--- src/rtl/layer_sequencer.sv ---
// Network-level controller for the SA/ACC_POOL accelerator: steps through the fixed
// 5-layer LeNet schedule. Optional WAIT timeout enabled by defining SEQ_TIMEOUT_EN.
module layer_sequencer #(
  parameter int POOL_RST_CYC = 2,
  parameter int TIMEOUT_CYC  = 1_000_000,
  parameter int TO_W         = 20
) (
  input  logic        clk,
  input  logic        rst,
  input  logic        run_i,
  input  logic        abort_i,
  input  logic [15:0] pool_last_i,
  input  logic        act_last_i,
  output logic [1:0]  start_o,
  output logic [1:0]  nth_o,
  output logic [4:0]  ofmap_size_o,
  output logic [5:0]  ifmap_ch_o,
  output logic [8:0]  in_node_num_o,
  output logic [6:0]  out_node_num_o,
  output logic        rst_pool_n_o,
  output logic        busy_o,
  output logic        done_o,
  output logic        err_o,
  output logic [2:0]  layer_o
);

  localparam logic [2:0] S_IDLE     = 3'd0;
  localparam logic [2:0] S_POOL_RST = 3'd1;
  localparam logic [2:0] S_LOAD     = 3'd2;
  localparam logic [2:0] S_START    = 3'd3;
  localparam logic [2:0] S_WAIT     = 3'd4;
  localparam logic [2:0] S_NEXT     = 3'd5;
  localparam logic [2:0] S_DONE     = 3'd6;
  localparam logic [2:0] S_ERR      = 3'd7;

  localparam int PC_W = (POOL_RST_CYC > 1) ? $clog2(POOL_RST_CYC) : 1;
  localparam logic [PC_W-1:0] PC_LAST = PC_W'(POOL_RST_CYC - 1);

  if (POOL_RST_CYC < 1 || TIMEOUT_CYC < 1 || TO_W < 1 || TO_W > 30 ||
      TIMEOUT_CYC >= (1 << TO_W)) begin : g_bad_params
    $error("layer_sequencer: invalid parameter set");
  end

  logic [2:0]      state;
  logic [PC_W-1:0] pool_cnt;
  logic [15:0]     mask;
  logic [15:0]     mask_nxt;
  logic            conv_layer;
  logic            wait_done;
  logic            idle_like;
  logic            to_hit;

  // Pool-complete flags accumulate; a layer ends the cycle the last missing bit shows up.
  assign mask_nxt   = mask | pool_last_i;
  assign conv_layer = (layer_o < 3'd2);
  assign wait_done  = conv_layer ? (mask_nxt == 16'hFFFF) : act_last_i;
  assign idle_like  = (state == S_IDLE) || (state == S_DONE) || (state == S_ERR);

`ifdef SEQ_TIMEOUT_EN
  localparam logic [TO_W-1:0] TO_LAST = TO_W'(TIMEOUT_CYC - 1);
  logic [TO_W-1:0] to_cnt;
  logic            err_q;

  assign to_hit = (to_cnt == TO_LAST);
  assign err_o  = err_q;

  always_ff @(posedge clk or posedge rst) begin
    if (rst) begin
      to_cnt <= '0;
      err_q  <= 1'b0;
    end else if (abort_i) begin
      to_cnt <= '0;
      err_q  <= 1'b0;
    end else begin
      if (state == S_START)
        to_cnt <= '0;
      else if (state == S_WAIT)
        to_cnt <= to_cnt + 1'b1;
      if (state == S_WAIT && !wait_done && to_hit)
        err_q <= 1'b1;
      else if (idle_like && run_i)
        err_q <= 1'b0;
    end
  end
`else
  assign to_hit = 1'b0;
  assign err_o  = 1'b0;
`endif

  always_ff @(posedge clk or posedge rst) begin
    if (rst) begin
      state          <= S_IDLE;
      pool_cnt       <= '0;
      mask           <= '0;
      start_o        <= 2'd0;
      nth_o          <= 2'd0;
      ofmap_size_o   <= '0;
      ifmap_ch_o     <= '0;
      in_node_num_o  <= '0;
      out_node_num_o <= '0;
      rst_pool_n_o   <= 1'b1;
      busy_o         <= 1'b0;
      done_o         <= 1'b0;
      layer_o        <= 3'd0;
    end else if (abort_i) begin
      state          <= S_IDLE;
      pool_cnt       <= '0;
      mask           <= '0;
      start_o        <= 2'd0;
      nth_o          <= 2'd0;
      ofmap_size_o   <= '0;
      ifmap_ch_o     <= '0;
      in_node_num_o  <= '0;
      out_node_num_o <= '0;
      rst_pool_n_o   <= 1'b1;
      busy_o         <= 1'b0;
      done_o         <= 1'b0;
      layer_o        <= 3'd0;
    end else if (idle_like) begin
      done_o <= 1'b0;
      if (run_i) begin
        layer_o      <= 3'd0;
        pool_cnt     <= '0;
        rst_pool_n_o <= 1'b0;
        busy_o       <= 1'b1;
        state        <= S_POOL_RST;
      end
    end else begin
      case (state)
        S_POOL_RST: begin
          if (pool_cnt == PC_LAST) begin
            rst_pool_n_o <= 1'b1;
            state        <= S_LOAD;
          end else begin
            pool_cnt <= pool_cnt + 1'b1;
          end
        end
        // Fields that don't apply to the layer kind are zeroed.
        S_LOAD: begin
          mask    <= '0;
          start_o <= conv_layer ? 2'd1 : 2'd2;
          state   <= S_START;
          case (layer_o)
            3'd0: begin
              nth_o <= 2'd0; ofmap_size_o <= 5'd28; ifmap_ch_o <= 6'd1;
              in_node_num_o <= 9'd0; out_node_num_o <= 7'd0;
            end
            3'd1: begin
              nth_o <= 2'd1; ofmap_size_o <= 5'd10; ifmap_ch_o <= 6'd6;
              in_node_num_o <= 9'd0; out_node_num_o <= 7'd0;
            end
            3'd2: begin
              nth_o <= 2'd0; ofmap_size_o <= 5'd0; ifmap_ch_o <= 6'd0;
              in_node_num_o <= 9'd400; out_node_num_o <= 7'd120;
            end
            3'd3: begin
              nth_o <= 2'd1; ofmap_size_o <= 5'd0; ifmap_ch_o <= 6'd0;
              in_node_num_o <= 9'd120; out_node_num_o <= 7'd84;
            end
            default: begin
              nth_o <= 2'd2; ofmap_size_o <= 5'd0; ifmap_ch_o <= 6'd0;
              in_node_num_o <= 9'd84; out_node_num_o <= 7'd10;
            end
          endcase
        end
        S_START: begin
          start_o <= 2'd0;
          state   <= S_WAIT;
        end
        S_WAIT: begin
          if (conv_layer)
            mask <= mask_nxt;
          if (wait_done) begin
            state <= S_NEXT;
          end else if (to_hit) begin
            busy_o <= 1'b0;
            state  <= S_ERR;
          end
        end
        S_NEXT: begin
          if (layer_o == 3'd4) begin
            done_o <= 1'b1;
            busy_o <= 1'b0;
            state  <= S_DONE;
          end else begin
            layer_o <= layer_o + 3'd1;
            if ((layer_o + 3'd1) < 3'd2) begin
              rst_pool_n_o <= 1'b0;
              pool_cnt     <= '0;
              state        <= S_POOL_RST;
            end else begin
              state <= S_LOAD;
            end
          end
        end
        default: state <= S_IDLE;
      endcase
    end
  end

endmodule
--- config.mk ---
export PLATFORM = sky130hd
export DESIGN_NAME = layer_sequencer
export DESIGN_NICKNAME = d
export VERILOG_FILES = /design/src/rtl/layer_sequencer.sv
export SDC_FILE = /design/constraint.sdc
export NUM_CORES = 1
export LEC_CHECK = 0
export ABC_AREA = 1
export BUFFER_PORTS_ARGS = -buffer_cell sky130_fd_sc_hd__buf_4
export CAP_MARGIN = 10
export CORE_ASPECT_RATIO = 1.4
export CORE_MARGIN = 4
export CORE_UTILIZATION = 56
export DETAILED_ROUTE_END_ITERATION = 12
export PLACE_DENSITY = 0.8
export RECOVER_POWER = 25
export SYNTH_ARGS = -nofsm -noshare
export SYNTH_HDL_FRONTEND = slang
export SYNTH_SLANG_ARGS = --single-unit
--- constraint.sdc ---
create_clock -name clk -period 2.15 [get_ports clk]
set_input_delay 0.1075 -clock clk [delete_from_list [all_inputs] [get_ports clk]]
set_output_delay 0.1075 -clock clk [all_outputs]
set_load 0.03 [all_outputs]
==> impl_metrics.toml <==
[worst_setup_path]
worstPathMaxFanout = 10
cp_common_cell = "nand2_2"
path_class = "flop to flop"
cp-start-kind = "flop"
worstRegToRegCells = 8
path_depth = 8
reg2reg_to = "mask[11]"
path_buf_inv = 2
crit_path_max_incr_delay_ns = 0.45
r2r_slack_ns = 0.54
r2r-start = "state[1]"
worstSetupEndpoint = "mask[11]"
cp-end-kind = "flop"
crit_slowest_cell = "dfrtp_1"
startpoint = "state[1]"
path_delay_family = "flip-flops"
cp.arrival_ns = 1.79
required_ns = 2.33
cp_cell_sequence = "inv_1 -> nand2_2 -> nor2_4 -> nand2_2 -> o22ai_4 -> inv_2 -> nand3_1 -> o21ai_1"

[cts]
cts-resized-gates = 0
clkLatencyLatePin_ns = 0.29
clkTransAtPathRegs_ns = 0.07
clk_path_buf_depth = 2
cts_made_buffers = 5
clock-root-buffer = "clkbuf_8"
htreeDepth = 2
cts_tree = "built"
clock_sinks = 39

[floorplan]
die_y_um = 81.63
rows = 26
io_pins = 59
die_area_mm2 = 0.004946
dieWidth_um = 60.59
coreArea_mm2 = 0.003709
start_util_pct = 58.47

[finish]
utilization_pct = 69.13
nFillCells = 319
synthToLayoutAreaGrowth_pct = 18.23
nets = 339
drive_gt1_share_pct = 28.98
n_antenna_cell = 0

[synth]
yosysSeqAreaShare_pct = 45.07
synth_top_area_share_pct = 43.85
synthCells = 269
yosys.cell_types.count = 26
synth_edf_count = 0
yosysWarnings = 0
async_flop_share_pct = 100.0
syn-cell-area_mm2 = 0.002168
synth-seq-cells = 39
synth.area.top_cells = "dfrtp_1, nand2_1, buf_4"
syn_avg_cell_area_um2 = 8.061
synth_most_common_cell = "nand2_1"
synth_commonest_cells = "nand2_1, dfrtp_1, inv_1"
ys.flop_type = "dfrtp_1"
yosys.area.top_type = "dfrtp_1"

[sta]
min_period_over_period_pct = 74.76
fmax_mhz = 622.2
setup_viol = 0
rsz0062_at_grt = "no"
fin_setup_tns_ns = 0
worst_slack_ns = 0.5427
worstMarginPinSlew_ns = 0.9559
hold_viol = 0
slew_violations = 0
fin_crit_ns = 1.607
clock_skew_ns = 0.004281
worst_slew_margin_rel_pct = 36.27

[route]
wl_um = 4335
wl_per_cell_um = 12.18
top_layer = "met4"
antenna_left = 0
drcViolationCount = 0
drt_iter0_drc = 76
num_vias = 1809
route.layer.met1.wl_um = 1797
first_pass_iters = 4
viasPerCell = 5.081
met2_length_um = 2165
wl_met3_um = 262

[pwr]
powerDensity_mw_per_mm2 = 805.7
p_total_uw = 2066
leakagePower_uw = 0.001393
vdd_drop_max_uv = 665.5

[placed_design]
port_buffers = 50
preCtsSetupSlack_ns = 0.5415
post-dp-hpwl_um = 3290
place.gp.congestion = 0.8467

[global_routing]
overflow = 0
grt_usage_pct = 19.35
grt_max_degree = 40
antenna_found_initial = 0
grt_pass1_vias = 1635
grt_pass1_wl_um = 7107

[outcome]
status = "complete, no violations"

[worst_hold_path]
hold_path_class = "input pin to flop"

[run]
cap_violations = 0
power breakdown:
group          switching [uW]  total [uW]  internal [uW]  leakage (uW)
combinational             467         703            236      0.000809
clock                     248         470            222     0.0000477
sequential               74.6         892            818      0.000536
total                     790        2070           1280       0.00139
sequential cells by signal, indices dropped and copies added (netlist names), 2 cells and up:
name            cells
out_node_num_o      2
in_node_num_o       4
nth_o               2
mask               16
ifmap_ch_o          2
state               3
layer_o             3
start_o             2
cell type report:
cell class | instances | area, um^2 | area share (%)
Sequential cell | 39 | 977.2 | 38.12
Multi-Input combinational cell | 183 | 923.4 | 36.02
Timing Repair Buffer | 53 | 410.4 | 16.01
Inverter | 31 | 116.4 | 4.539
Clock buffer | 5 | 68.82 | 2.684
Tap cell | 42 | 52.55 | 2.050
Clock inverter | 3 | 15.01 | 0.5857
logic make-up after synthesis:
family                   synth area share [%]
AO/OA/AOI/OAI                           13.68
AND/OR/NAND/NOR                         24.64
adder cells (fa/ha/maj)                 2.885
buffers and inverters                   13.56
flip-flops                              45.07
other                                  0.1729
repair_timing:
item | 4_1_cts | 5_1_grt
hold buffers | 1 | 0
setup buffers | 0 | 0
endpoints found under the hold margin | 38 | 0
per-layer routing:
| layer | vias up | track usage (%) |
|---|---|---|
| li1 | 928 | - |
| met1 | 823 | 22.92 |
| met2 | 49 | 32.33 |
| met3 | 9 | 4.088 |
| met4 | 0 | 9.978 |
| met5 | - | 0 |
worst min-delay path by stage:
stage            start          endpoint  slack, ns  depth (start not counted)
3_3_place_gp       rst     ifmap_ch_o[1]       0.26                          3
3_5_place_dp       rst  in_node_num_o[7]       0.26                          3
2_1_floorplan  abort_i          pool_cnt       0.21                          1
5_1_grt          run_i            busy_o       0.08                          3
4_1_cts        abort_i          pool_cnt       0.04                          2
6_report       abort_i          pool_cnt       0.05                          2
through the flow:
stage | hold slack (ns) | instance area [um^2] | std cells
2_1_floorplan | 0.2148 | 2195 | 276
3_3_place_gp | 0.2614 | 2472 | 347
3_5_place_dp | 0.2629 | 2472 | 347
4_1_cts | 0.03935 | 2566 | 356
5_1_grt | 0.07958 | 2564 | 356
6_report | 0.05334 | 2564 | 356
worst register-to-register path, delay by kind of cell, from the launching register on:
kind | cells | cell delay [ns]
AOI/OAI and AO/OA | 2 | 0.38
buffers and inverters | 2 | 0.25
DFF | 1 | 0.45
and+or+nand+nor | 4 | 0.41
cell usage in the layout (no fill, tap or decap):
cell           netlist  layout
nor2_1              23      23
buf_4               20      49
nand2_2             11      11
nor3_1               2       2
nor2_4               1       1
o21ai_0             19      19
dlygate4sd3_1        0       1
o21ai_1             12      12
o22ai_4              1       1
ha_1                 5       5
a31oi_1              1       1
nand2_1             61      61
or2_2                2       2
inv_1               26      26
dfrtp_1             38      38
clkinv_2             0       3
clkbuf_4             0       1
clkbuf_2             0       1
nand3_2              1       1
dfstp_2              1       1
conb_1               1       8
o211ai_1             1       1
nor2_2               1       1
a21oi_1              4       4
nand3_1             20      20
inv_2                5       5
clkbuf_8             0       5
buf_12               0       1
a22o_1               2       2
o21ai_2              8       8
Note: power is estimated with default switching activity, not from simulation.
